File: src/rtl/onehot_dec_pkg.sv
`default_nettype none
// ---------------------------------------------------------------------------
// onehot_dec_pkg : shared widths, FSM states and 3-to-8 helper for the decoder
// Revision: 1.0
// ---------------------------------------------------------------------------
package onehot_dec_pkg;

   localparam int IDX_W = 3;
   localparam int DEC_W = 8;

   typedef enum logic [1:0] {
      IDLE = 2'd0,
      HOLD = 2'd1,
      GAP  = 2'd2
   } state_t;

   function automatic logic [DEC_W-1:0] onehot3to8(input logic [IDX_W-1:0] idx);
      return DEC_W'(1) << idx;
   endfunction

endpackage
`default_nettype wire

File: src/rtl/onehot_pulse_decoder_dec3to8.sv
`default_nettype none
// ---------------------------------------------------------------------------
// dec3to8 : combinational 3-to-8 one-hot decoder with enable
// Revision: 1.0
// ---------------------------------------------------------------------------
import onehot_dec_pkg::*;

module dec3to8 (
   input  logic             en,
   input  logic [IDX_W-1:0] idx,
   output logic [DEC_W-1:0] y
);

   assign y = en ? onehot3to8(idx) : '0;

endmodule
`default_nettype wire

File: src/rtl/onehot_pulse_decoder.sv
`default_nettype none
// ---------------------------------------------------------------------------
// onehot_pulse_decoder : handshaked index to timed one-hot pulse plus gap
// Revision: 1.0
// ---------------------------------------------------------------------------
import onehot_dec_pkg::*;

module onehot_pulse_decoder #(
   parameter int HOLD_CYCLES = 2,
   parameter int GAP_CYCLES  = 1
) (
   input  logic             clk,
   input  logic             rst_n,
   input  logic             en,
   input  logic [IDX_W-1:0] idx,
   input  logic             idx_valid,
   output logic             idx_ready,
   output logic [DEC_W-1:0] dec_out,
   output logic             done,
   output logic [DEC_W-1:0] seen,
   input  logic             seen_clr
);

   localparam int c_max_cyc = (HOLD_CYCLES > GAP_CYCLES) ? HOLD_CYCLES : GAP_CYCLES;
   localparam int c_cnt_w   = (c_max_cyc > 2) ? $clog2(c_max_cyc) : 1;
   localparam logic [c_cnt_w-1:0] c_hold_load = c_cnt_w'(HOLD_CYCLES - 1);
   localparam logic [c_cnt_w-1:0] c_gap_load  = c_cnt_w'((GAP_CYCLES > 0) ? GAP_CYCLES - 1 : 0);
   localparam logic [c_cnt_w-1:0] c_one       = c_cnt_w'(1);

   state_t             r_state;
   logic [c_cnt_w-1:0] r_cnt;
   logic [IDX_W-1:0]   r_idx;
   logic [DEC_W-1:0]   r_dec;
   logic               r_done;
   logic [DEC_W-1:0]   r_seen;

   logic               w_ready;
   logic               w_accept;
   logic               w_dec_en;
   logic [IDX_W-1:0]   w_dec_idx;
   logic [DEC_W-1:0]   w_dec;
   logic               w_done_next;
   logic [DEC_W-1:0]   w_seen_next;

   assign w_ready  = en && (r_state == IDLE);
   assign w_accept = w_ready && idx_valid;

   // One decoder serves both the next pulse value and the seen update:
   // on accept it decodes the incoming index, otherwise the captured one.
   assign w_dec_idx = w_accept ? idx : r_idx;
   assign w_dec_en  = w_accept || (en && (r_state == HOLD) && (r_cnt != '0));

   dec3to8 u_dec (
      .en  (w_dec_en),
      .idx (w_dec_idx),
      .y   (w_dec)
   );

   // done is registered, so it is raised on the edge entering the last HOLD cycle
   assign w_done_next = (w_accept && (HOLD_CYCLES == 1)) ||
                        (en && (r_state == HOLD) && (r_cnt == c_one));

   assign w_seen_next = (seen_clr ? '0 : r_seen) | (w_accept ? w_dec : '0);

   always_ff @(posedge clk or negedge rst_n) begin
      if (!rst_n) begin
         r_state <= IDLE;
         r_cnt   <= '0;
         r_idx   <= '0;
         r_dec   <= '0;
         r_done  <= 1'b0;
         r_seen  <= '0;
      end else begin
         r_dec  <= w_dec;
         r_done <= w_done_next;
         r_seen <= w_seen_next;
         if (!en) begin
            r_state <= IDLE;
            r_cnt   <= '0;
         end else begin
            case (r_state)
               IDLE: begin
                  if (idx_valid) begin
                     r_idx   <= idx;
                     r_cnt   <= c_hold_load;
                     r_state <= HOLD;
                  end
               end
               HOLD: begin
                  if (r_cnt != '0) begin
                     r_cnt <= r_cnt - c_one;
                  end else if (GAP_CYCLES == 0) begin
                     r_state <= IDLE;
                  end else begin
                     r_cnt   <= c_gap_load;
                     r_state <= GAP;
                  end
               end
               GAP: begin
                  if (r_cnt != '0) begin
                     r_cnt <= r_cnt - c_one;
                  end else begin
                     r_state <= IDLE;
                  end
               end
               default: begin
                  r_state <= IDLE;
                  r_cnt   <= '0;
               end
            endcase
         end
      end
   end

   assign idx_ready = w_ready;
   assign dec_out   = r_dec;
   assign done      = r_done;
   assign seen      = r_seen;

endmodule
`default_nettype wire

File: config.mk
export PLATFORM = sky130hd
export DESIGN_NAME = onehot_pulse_decoder
export DESIGN_NICKNAME = d
export VERILOG_FILES = /design/src/rtl/onehot_dec_pkg.sv /design/src/rtl/onehot_pulse_decoder_dec3to8.sv /design/src/rtl/onehot_pulse_decoder.sv
export SDC_FILE = /design/constraint.sdc
export NUM_CORES = 1
export LEC_CHECK = 0
export ABC_AREA = 1
export CORE_ASPECT_RATIO = 0.8
export CORE_UTILIZATION = 47
export CTS_CLUSTER_SIZE = 14
export DETAILED_ROUTE_END_ITERATION = 7
export PLACE_DENSITY = 0.75
export SYNTH_ARGS = -nofsm -noshare
export SYNTH_HDL_FRONTEND = slang
export SYNTH_SLANG_ARGS = --single-unit
File: constraint.sdc
create_clock -name clk -period 1.3 [get_ports clk]
set_input_delay 0.195 -clock clk [delete_from_list [all_inputs] [get_ports clk]]
set_output_delay 0.195 -clock clk [all_outputs]
set_load 0.05 [all_outputs]
==> run metrics, run 1 <==
outcome finished, violations left; failing checks negative setup slack; Post-synth EDFFs 0; Buffers on Ports 25; ys async rst share 100%; routed vias/inst just over 5; worst hold slack 0.207 ns; Die W 53.8 um; fmax just over 0.7 GHz; Critical Path AT 1.19 ns; worst path required time between 1 and 1.5 ns; fin. max-slew vios 0; clk buf depth 2; HP Class in -> async; cell taking the most area after synthesis dfrtp_1; Reg clk slew, reported paths between 0.1 and 0.15 ns; vias in the first global route 823; Worst VDD drop approximately 0.75 mV; cell breakdown of the critical path nor2_4, nand2_2, inv_2, buf_12; Filler cells 97; initial antenna violation count 0; post-route non-filler standard cell count about 170; Max stage delay on crit path ~0.46 ns; kind of critical path reg -> out; total number of vias 879; die area about 2300 sq um; RSZ-0062 raised after global routing yes; clock root cell clkbuf_4; share of cells above drive strength 1 between 40% and 50%; Yosys cell types 14; core area 1940 sq um; Final ANT Viol Nets 0; leakage power total 0.804 nW; final critical-path share of the clock period 106%; CP Launch Type register; Nets around 160; register area share after synthesis between 50 and 60%; max-cap violation count 0; Die Span Y roughly 43 um; hpwl dp around 1.6 mm; final number of setup-violating endpoints 17; CP bufs+invs 2; worst setup margin -0.0807 ns; CTS H-tree depth 1; placed insts roughly 160; Synth top area share about 57%; Tmin final around 1.4 ns; average size of a mapped cell 9.07 sq um; CP max FO 2; Synth Warn # 0; top-count cell post-synth nand2_1; Max-slew headroom 78.8%; worst r2r src r_state[0]$_DFFE_PN0P_; cell count after synthesis between 100 and 150; insertion delay to the later sink of the worst-skew pair 0.32 ns; CTS Hold Bufs 0; first-pass GRT wire length 3.64 mm; r2r endpoint dec_out[4]$_DFF_PN0_; crit path from r_state[0]$_DFFE_PN0P_; synth cell count leaders nand2_1 (28), dfrtp_1 (23), inv_1 (14), nand3_1 (13), nor2_1 (11); top_reg_cell synth dfrtp_1; standard-cell row count 14; Synth area leaders dfrtp_1 (57%), nand2_1 (10%), nor2_4 (6.7%), nand3_1 (6.5%), inv_1 (5.2%); Post-Route WL around 2.4 mm; Pwr Density ~1000 nW/um^2; Worst Skew roughly 0.0013 ns; CTS tree yes; area delta synth->final 66.0%; GRT Overall Usage about 23%; Post-route DRC 0; Post-Syn Nets ~120; mapped cell area about 1000 sq um; delay-heaviest family, CP flip-flops; actual slew at the worst max-slew pin around 0.32 ns; R2R cell count 8; Ports 26; diodes inserted 0; largest net degree at the start of global routing 24; Worst Setup End Kind output port; Seq cells post-synth 23; R2R Setup Slk -0.07 ns; wire per inst 14.1 um; total grt overflow 0; Hold Vio Cnt, Final 0; total CTS buffers 3; CTS sink cnt 23; Critical-path top delay cell dfrtp_2; routability cong. between 0.8 and 0.9; Pre-Repair DR Iteration Count 4; Initial Util about half; DRT iter0 DRCs 19
[how the worst max path moves through the flow]
stage                                      end  depth (start not counted)  slack, ns
after floorplan                      idx_ready                          3       0.09
after global routing                 idx_ready                          4      -0.12
after detailed placement     seen[1]$_DFF_PN0_                          8      -0.29
final                                idx_ready                          4      -0.08
after CTS                            idx_ready                          4      -0.05
after global placement    dec_out[7]$_DFF_PN0_                          9      -0.24
[state kept, by name, summed over array words and instances, names as in the netlist]
signal   cells
seen         8
done         1
r_state      2
dec_out      8
r_idx        3
r_cnt        1
[where the power goes]
| part | total [mW] | switching [mW] | leakage [nW] | internal (mW) |
|---|---|---|---|---|
| clock network | 0.342 | 0.226 | 0.0177 | 0.115 |
| logic | 0.584 | 0.349 | 0.475 | 0.235 |
| registers | 0.803 | 0.0442 | 0.312 | 0.759 |
| total | 1.73 | 0.620 | 0.804 | 1.11 |
[cell type report]
class	instances	area (sq um)	area share [%]
clock buffer	3	22.5	1.35
sequential	23	577	34.5
multi-input combinational	71	469	28.1
tap	24	30.0	1.80
timing repair buffer	34	502	30.0
clock inverter	1	5.00	0.299
inverter	17	66.3	3.97
[logic make-up (layout without fill, tap and decap cells)]
group / Yosys count / count (layout) / synth area share (%)
flops: 23 / 23 / 57.1
compound gates: 3 / 3 / 1.86
buf+inv: 17 / 55 / 6.46
simple gates: 68 / 68 / 34.5
[metal layers]
metal | GRT usage (%) | part of all wire [%] | vias up
li1 | - | - | 418
met1 | 27.5 | 40 | 409
met2 | 36.3 | 49 | 40
met3 | 8.07 | 6.9 | 12
met4 | 8.42 | 3.1 | 0
met5 | 0 | 0 | -
[timing repair]
action,in CTS,in global routing
setup endpoints to repair,14,18
gates resized for setup,4,31
buffers inserted,3,2
pin swaps,1,13
[cell usage in the layout, fill, tap and decap left out, types with 2 or more instances in the layout]
cell type / instances
dfrtp_1: 22
nand2_1: 18
buf_12: 18
inv_1: 11
nand3_1: 11
nor2_4: 9
nand2_2: 9
buf_4: 8
nor2_1: 7
clkdlybuf4s50_1: 7
nand2_4: 6
inv_2: 5
nor2_2: 4
clkbuf_4: 3
nand3_2: 2
[per-stage QoR]
step / power, mW / area, sq um / util [%] / setup TNS [ns] / worst slack, ns
finish: 1.73 / 1670 / 86.0 / -0.686 / -0.0807
CTS: 1.60 / 1550 / 79.8 / -0.376 / -0.0515
detailed placement: 1.25 / 1500 / 77.0 / -4.27 / -0.292
global route: 1.80 / 1670 / 86.0 / -1.63 / -0.124
global placement: 1.24 / 1500 / 77.0 / -3.40 / -0.240
floorplan: 1.06 / 1010 / - / 0 / 0.0861
Power figures use the tool's default switching activity.
==> run 2: changes to the inputs <==
--- a/config.mk
+++ b/config.mk
@@ -7,10 +7,11 @@
 export LEC_CHECK = 0
 export ABC_AREA = 1
 export CORE_ASPECT_RATIO = 0.8
-export CORE_UTILIZATION = 47
+export CORE_UTILIZATION = 45
 export CTS_CLUSTER_SIZE = 14
 export DETAILED_ROUTE_END_ITERATION = 7
-export PLACE_DENSITY = 0.75
+export PLACE_DENSITY = 0.74
 export SYNTH_ARGS = -nofsm -noshare
 export SYNTH_HDL_FRONTEND = slang
+export SYNTH_HIERARCHICAL = 1
 export SYNTH_SLANG_ARGS = --single-unit
==> run metrics, run 2 <==
Worst EP post-GRT repair idx_ready; synth cell count leaders nand2_1 (37), dfrtp_1 (23), nand3_1 (14), nor2_1 (12), inv_1 (9); CTS Hold Bufs 0 (unchanged); Worst End Pin Type top-level output; Synth Warn # 6 (+6); average size of a mapped cell 9.18 sq um (+1.2%); Die Span Y 42.0 um (-3.3%); top-count cell post-synth nand2_1; CTS H-tree depth 1 (unchanged); Die W 52.0 um (-3.3%); hpwl dp 1.80 mm (+9.9%); top_reg_cell synth dfrtp_1; initial antenna violation count 0; largest net degree at the start of global routing 24; routability cong. 0.828 (-1.0%); placed insts 165 (+0.61%); placed inst area 1490 sq um (-0.84%); clk buf depth 2 (unchanged); ys async rst share 100% (unchanged); Failed at global routing (5_1_grt); CTS sink cnt 23 (unchanged); total CTS buffers 3 (unchanged); outcome did not finish; standard-cell row count 14 (unchanged); mapped cell area 900 sq um (-11%); Ports 26 (unchanged); Error [ERROR DPL-0033] detailed placement checks failed during check placement.; register area share after synthesis 64.0% (+6.8 points); Synth top area share 64.0% (+6.8 points); Initial Util 48.0% (-3.8 points); Synth area leaders dfrtp_1 (64%), nand2_1 (15%), nand3_1 (7.8%), nor2_1 (5.0%), inv_1 (3.8%); clock root cell clkbuf_4; Post-synth EDFFs 0 (unchanged); cell count after synthesis 98 (-12%); cell taking the most area after synthesis dfrtp_1; Post-Syn Nets 106 (-11%); Seq cells post-synth 23 (unchanged); Buffers on Ports 25 (unchanged); Yosys cell types 8 (-6)
[run 2: cell types whose count changed after synthesis, sizes merged, moves of 2 or more]
cell / before / now
inv: 16 / 9
nand2: 34 / 37
nor2: 20 / 13
o21ai: 2 / 0
[run 2: repair_timing]
item	in CTS
gates resized for setup	25
setup endpoints to repair	16
pin swaps	7
buffers inserted	5
[run 2: cells by family after synthesis]
kind of cell / count (synthesis) / synth area share [%]
simple gates: 64 / 29.5
flops: 23 / 64.0
buf+inv: 11 / 6.54
[run 2: through the flow]
step	setup WS [ns]	setup TNS [ns]
floorplan	0.0439	0
global placement	-0.338	-4.39
detailed placement	-0.481	-6.33
CTS	-0.206	-2.28
==> run 3: changes to the inputs <==
--- a/config.mk
+++ b/config.mk
@@ -6,11 +6,10 @@
 export NUM_CORES = 1
 export LEC_CHECK = 0
 export ABC_AREA = 1
-export CORE_ASPECT_RATIO = 0.8
-export CORE_UTILIZATION = 45
-export CTS_CLUSTER_SIZE = 14
+export CORE_AREA = 2 2 63 65
 export DETAILED_ROUTE_END_ITERATION = 7
-export PLACE_DENSITY = 0.74
+export DIE_AREA = 0 0 65 67
+export PLACE_DENSITY_LB_ADDON = 0.15
 export SYNTH_ARGS = -nofsm -noshare
 export SYNTH_HDL_FRONTEND = slang
 export SYNTH_HIERARCHICAL = 1
==> run metrics, run 3 <==
leakage power total between 0.8 and 0.9 nW; register area share after synthesis 64.0% (unchanged); CP max FO 5; Ports 26 (unchanged); Synth top area share 64.0% (unchanged); HP Class in -> async; vias in the first global route slightly above 800; Initial Util 24.9% (-23 points); Reg clk slew, reported paths roughly 0.080 ns; top_reg_cell synth dfrtp_1; Nets between 150 and 200; standard-cell row count 22 (+8); Post-Syn Nets 106 (unchanged); insertion delay to the later sink of the worst-skew pair 0.26 ns; cell taking the most area after synthesis dfrtp_1; kind of critical path reg -> reg; Pwr Density ~990 nW/um^2; core area around 3600 sq um; Filler cells 327; synth cell count leaders nand2_1 (37), dfrtp_1 (23), nand3_1 (14), nor2_1 (12), inv_1 (9); final number of setup-violating endpoints 17; actual slew at the worst max-slew pin approximately 0.28 ns; placed insts 187 (+13%); clock root cell clkbuf_8; failing checks negative setup slack; Seq cells post-synth 23 (unchanged); combinational power share a little under a third; GRT Overall Usage between 10 and 15%; post-route non-filler standard cell count 197; Critical Path AT 1.64 ns; Synth Area in XOR/XNOR 0% (unchanged); R2R cell count 10; RSZ-0062 raised after global routing yes; fin. max-slew vios 0; Tmin final 1.44 ns; Synth Area in Simple Gates 29.5% (unchanged); largest net degree at the start of global routing 24; Net Sw Power 0.554 mW; Worst Setup End Kind register; Sequential Power Share ~45%; CTS tree yes; Pre-Repair DR Iteration Count 2; wire per inst between 10 and 15 um; area delta synth->final 98.1%; ys async rst share 100% (unchanged); Buffers on Ports 25 (unchanged); worst path required time about 1.5 ns; final critical-path share of the clock period 111%; Worst VDD drop ~0.35 mV; routed vias/inst roughly 4.1; worst setup margin -0.139 ns; total number of vias 803; top-count cell post-synth nand2_1; Tot Pwr 1.77 mW; sw frac about 31%; initial antenna violation count 0; diodes inserted 0; adder-cell share of the synthesized area 0% (unchanged); first-pass GRT wire length 3.44 mm; total CTS buffers 3 (unchanged); Synth area leaders dfrtp_1 (64%), nand2_1 (15%), nand3_1 (7.8%), nor2_1 (5.0%), inv_1 (3.8%); compound-cell area share of the yosys netlist 0% (unchanged); CP Launch Type register; routability cong. 0.790 (-4.6%); fmax just under 0.7 GHz; Max-slew headroom around four fifths; die area ~4400 sq um; Cell Int Power roughly 1.2 mW; Post-Route WL ~2.2 mm; max-cap violation count 0; Die Span Y 67 um (+60%); mux share of post-synthesis cell area 0% (unchanged); CTS Hold Bufs 0 (unchanged); Hold Vio Cnt, Final 0; Post-route DRC 0; Die W 65 um (+25%); hpwl dp 1.56 mm (-13%); CTS H-tree depth 1 (unchanged); Yosys cell types 8 (unchanged); largest family of logic cells by synthesized area simple AND/OR/NAND/NOR gates; share of cells above drive strength 1 roughly 53%; outcome finished, violations left; clk buf depth 2 (unchanged); total grt overflow 0; DRT iter0 DRCs 9; Post-synth EDFFs 0 (unchanged); cell count after synthesis 98 (unchanged); mapped cell area 900 sq um (unchanged); CTS sink cnt 23 (unchanged); most frequent cells in the layout nand2_1 (22), dfrtp_1 (22), buf_4 (22); Synth Warn # 6 (unchanged); Worst Skew about 0.0037 ns; average size of a mapped cell 9.18 sq um (unchanged); Final ANT Viol Nets 0; clock share of power 24.1%
==> run 3: cell counts after synthesis <==
No cell type changed its count.
==> run 3: stage by stage <==
step / hold slack [ns] / cell area (sq um) / utilization (%) / setup WS, ns / TNS (ns)
after CTS: 0.305 / 1680 / 46.6 / -0.117 / -0.945
after global placement: 0.533 / 1500 / 41.6 / -0.341 / -4.60
after detailed placement: 0.529 / 1500 / 41.6 / -0.391 / -5.11
after floorplan: -0.101 / 900 / - / 0.0439 / 0
final: 0.288 / 1780 / 49.4 / -0.139 / -1.86
after global routing: 0.331 / 1780 / 49.4 / -0.213 / -2.94
==> run 3: layer usage <==
| metal | GRT usage [%] | wire length [um] |
|---|---|---|
| met1 | 11.4 | 886 |
| met2 | 18.7 | 1170 |
| met3 | 1.86 | 70 |
| met4 | 5.59 | 27 |
| met5 | 0 | 0 |
==> run 3: timing repair <==
| action | CTS | global route |
|---|---|---|
| buffers inserted | 5 | 1 |
| pin swaps | 7 | 7 |
| setup endpoints to repair | 15 | 17 |
| cloned | 0 | 0 |
| resized for setup | 36 | 22 |
==> run 3: worst paths after layout <==
| path | startpoint | endpoint | slack [ns] |
|---|---|---|---|
| hold reg to reg | seen[4]$_DFF_PN0_ | seen[4]$_DFF_PN0_ | 0.54 |
| setup reg to reg | r_state[1]$_DFFE_PN0P_ | seen[0]$_DFF_PN0_ | -0.14 |
| setup / recovery | r_state[1]$_DFFE_PN0P_ | seen[0]$_DFF_PN0_ | -0.14 |
| hold / removal | rst_n | done$_DFF_PN0_ | 0.29 |
| max in group asynchronous | rst_n | r_state[1]$_DFFE_PN0P_ | 0.77 |
| min in group clk | en | r_cnt$_DFFE_PN0P_ | 0.39 |
==> run 3: cell families after synthesis <==
kind of cell | count (synthesis)
buffers and inverters | 11
flip-flops | 23
AND/OR/NAND/NOR | 64
==> run 3: power by group through the flow <==
stage | registers, mW | clock network [mW] | logic, mW
after global routing | 0.794 | 0.474 | 0.590
after global placement | 0.795 | 0 | 0.369
final | 0.789 | 0.428 | 0.556
after detailed placement | 0.796 | 0 | 0.372
after CTS | 0.787 | 0.448 | 0.467
after floorplan | 0.840 | 0 | 0.129
==> run 3: area by class of cell <==
class                   count  area [sq um]  share of cell area (%)
repair buffers             49           617                    34.6
flip-flops and latches     23           577                    32.4
multi-input cells          64           442                    24.8
well taps                  48          60.1                    3.37
clock buffers               4          45.0                    2.53
inverters                   9          41.3                    2.32
==> run 3: critical path, cell delays in order, from the launching register on <==
cell	delay [ns]
dfrtp_2	0.44
nor2_4	0.16
buf_6	0.13
nand2_8	0.06
nand2_4	0.08
nand2_4	0.06
inv_2	0.07
nand2_4	0.09
nor2_4	0.12
nand3_1	0.08
nand2_1	0.06
==> run 4: changes to the inputs <==
--- a/config.mk
+++ b/config.mk
@@ -9,6 +9,7 @@
 export CORE_AREA = 2 2 63 65
 export DETAILED_ROUTE_END_ITERATION = 7
 export DIE_AREA = 0 0 65 67
+export DONT_BUFFER_PORTS = 1
 export PLACE_DENSITY_LB_ADDON = 0.15
 export SYNTH_ARGS = -nofsm -noshare
 export SYNTH_HDL_FRONTEND = slang
==> run metrics, run 4 (same netlist as run 3, synthesis figures left out) <==
outcome finished, violations left; failing checks negative setup slack; Buffers on Ports 0 (-100%); Pre-Repair DR Iteration Count 3 (+1); Post-route DRC 0 (unchanged); max-cap violation count 0 (unchanged); setup TNS -0.664 ns (+1.20 ns); die area 4360 sq um (unchanged); final number of setup-violating endpoints 16 (-1); clk buf depth 2 (unchanged); met3 routed WL 100 um (+43%); worst path required time 1.11 ns (-0.39 ns); clock root cell clkbuf_8; CTS H-tree depth 1 (unchanged); total CTS buffers 3 (unchanged); hpwl dp 1.42 mm (-8.8%); Max stage delay on crit path 0.41 ns (-0.03 ns); Critical Path AT 1.21 ns (-0.43 ns); CTS sink cnt 23 (unchanged); Worst VDD drop 0.321 mV (-7.6%); cell breakdown of the critical path nor2_4, buf_6, nand2_4, inv_2, buf_12; delay-heaviest family, CP flip-flops; kind of critical path reg -> out; wire per inst 11.2 um (+3.0%); Util after Layout 37.0% (-12 points); Nets 135 (-15%); insertion delay to the later sink of the worst-skew pair 0.26 ns (about the same); fmax 0.710 GHz (+2.2%); Pwr Density 1220 nW/um^2 (+23%); total grt overflow 0 (unchanged); sw frac 31.6% (+0.36 points); WL met1 821 um (-7.3%); Worst Skew 0.00128 ns (-0.00238 ns); routability cong. 0.762 (-3.5%); area delta synth->final 48.1%; most common cell after layout, fill and taps aside nand2_1; dpl ws -0.0984 ns (+0.293 ns); first-pass GRT wire length 3.29 mm (-4.2%); Post-Route WL 1.96 mm (-9.1%); share of cells above drive strength 1 46.8% (-6.2 points); Critical-path top delay cell dfrtp_1; combinational power share 22.1% (-9.3 points); DRT iter0 DRCs 21 (+12); total number of vias 692 (-14%); worst setup margin -0.108 ns (+0.0311 ns); routed vias/inst 3.98 (-2.4%); RSZ-0062 raised after global routing yes; Ports 26 (unchanged); actual slew at the worst max-slew pin 1.03 ns (+0.751 ns); CP bufs+invs 3 (+1); standard-cell row count 22 (unchanged); CTS tree yes; Initial Util 24.9% (unchanged); DR WL met2 1.01 mm (-14%); placed insts 168 (-10%); HP Class in -> reg; Max-slew headroom 31.0% (-50 points); final critical-path share of the clock period 108% (-2.4 points); clock share of power 27.1% (+3.0 points); Die W 65 um (unchanged); fin. max-slew vios 0 (unchanged); Reg clk slew, reported paths 0.08 ns (about the same); CP max FO 4 (-1); top layer in use met4; Tmin final 1.41 ns (-0.0311 ns); Net Sw Power 0.515 mW (-7.1%); Filler cells 386 (+18%); Hold Vio Cnt, Final 0 (unchanged); initial antenna violation count 0 (unchanged); core area 3610 sq um (unchanged); CP Launch Type register; Die Span Y 67 um (unchanged); largest net degree at the start of global routing 24 (unchanged); Final ANT Viol Nets 0 (unchanged); GRT Overall Usage 9.89% (-0.43 points); diodes inserted 0 (unchanged); vias in the first global route 723 (-11%); post-route non-filler standard cell count 174 (-12%); Worst Setup End Kind output port; Cell Int Power 1.11 mW (-8.6%); Sequential Power Share 50.8% (+6.3 points); Tot Pwr 1.63 mW (-8.1%); most frequent cells in the layout nand2_1 (24), dfrtp_1 (23), buf_4 (23); leakage power total 0.724 nW (-18%)
## run 4: worst register-to-register path, cell delays in order, from the launching register on
cell and delay, ns:
dfrtp_1 0.41, nor2_4 0.16, nand2_2 0.10, nand2_1 0.12, nand2_2 0.09, inv_2 0.08, nand2_4 0.08, nor2_2 0.12
nand3_1 0.08, nand2_1 0.07
## run 4: what timing repair did
item | in CTS | in global routing
setup endpoints to repair | 17 | 40
resized for setup | 21 | 22
setup buffers | 1 | 0
endpoints found under the hold margin | 23 | 0
hold buffers | 1 | 0
pin swaps | 7 | 7
## run 4: worst paths after layout
check / startpoint / endpoint / slack, ns / cells after the start
hold / removal: en / r_cnt$_DFFE_PN0P_ / 0.04 / 2
setup / recovery: r_state[0]$_DFFE_PN0P_ / idx_ready / -0.11 / 5
min in group asynchronous: rst_n / done$_DFF_PN0_ / 0.19 / 1
hold reg to reg: seen[1]$_DFF_PN0_ / seen[1]$_DFF_PN0_ / 0.49 / 2
setup reg to reg: r_state[0]$_DFFE_PN0P_ / seen[2]$_DFF_PN0_ / -0.06 / 9
max in group asynchronous: rst_n / seen[6]$_DFF_PN0_ / 0.50 / 1
## run 4: metrics by stage
step / hold WS [ns] / area, sq um
floorplan: -0.101 / 900
global placement: -0.100 / 1130
detailed placement: -0.0999 / 1130
CTS: 0.0363 / 1240
global route: 0.0434 / 1330
finish: 0.0442 / 1330
## run 4: power by group through the flow
| stage | sequential (mW) | clock, mW | combinational (mW) |
|---|---|---|---|
| CTS | 0.825 | 0.465 | 0.298 |
| detailed placement | 0.840 | 0 | 0.235 |
| global placement | 0.839 | 0 | 0.236 |
| finish | 0.827 | 0.442 | 0.360 |
| global route | 0.831 | 0.478 | 0.393 |
| floorplan | 0.840 | 0 | 0.129 |
## run 4: cell type report
cell class              instances  area [sq um]  share of cell area (%)
clock buffers                   3          41.3                    3.10
clock inverters                 1          5.00                   0.376
inverters                       9          33.8                    2.54
multi-input cells              64           400                    30.0
flip-flops and latches         23           576                    43.2
well taps                      48          60.1                    4.51
repair buffers                 26           216                    16.2
## run 4: routing by layer
metal | track usage (%) | vias up
li1 | - | 358
met1 | 11.4 | 317
met2 | 17.0 | 15
met3 | 2.03 | 2
met4 | 5.59 | 0
met5 | 0 | -
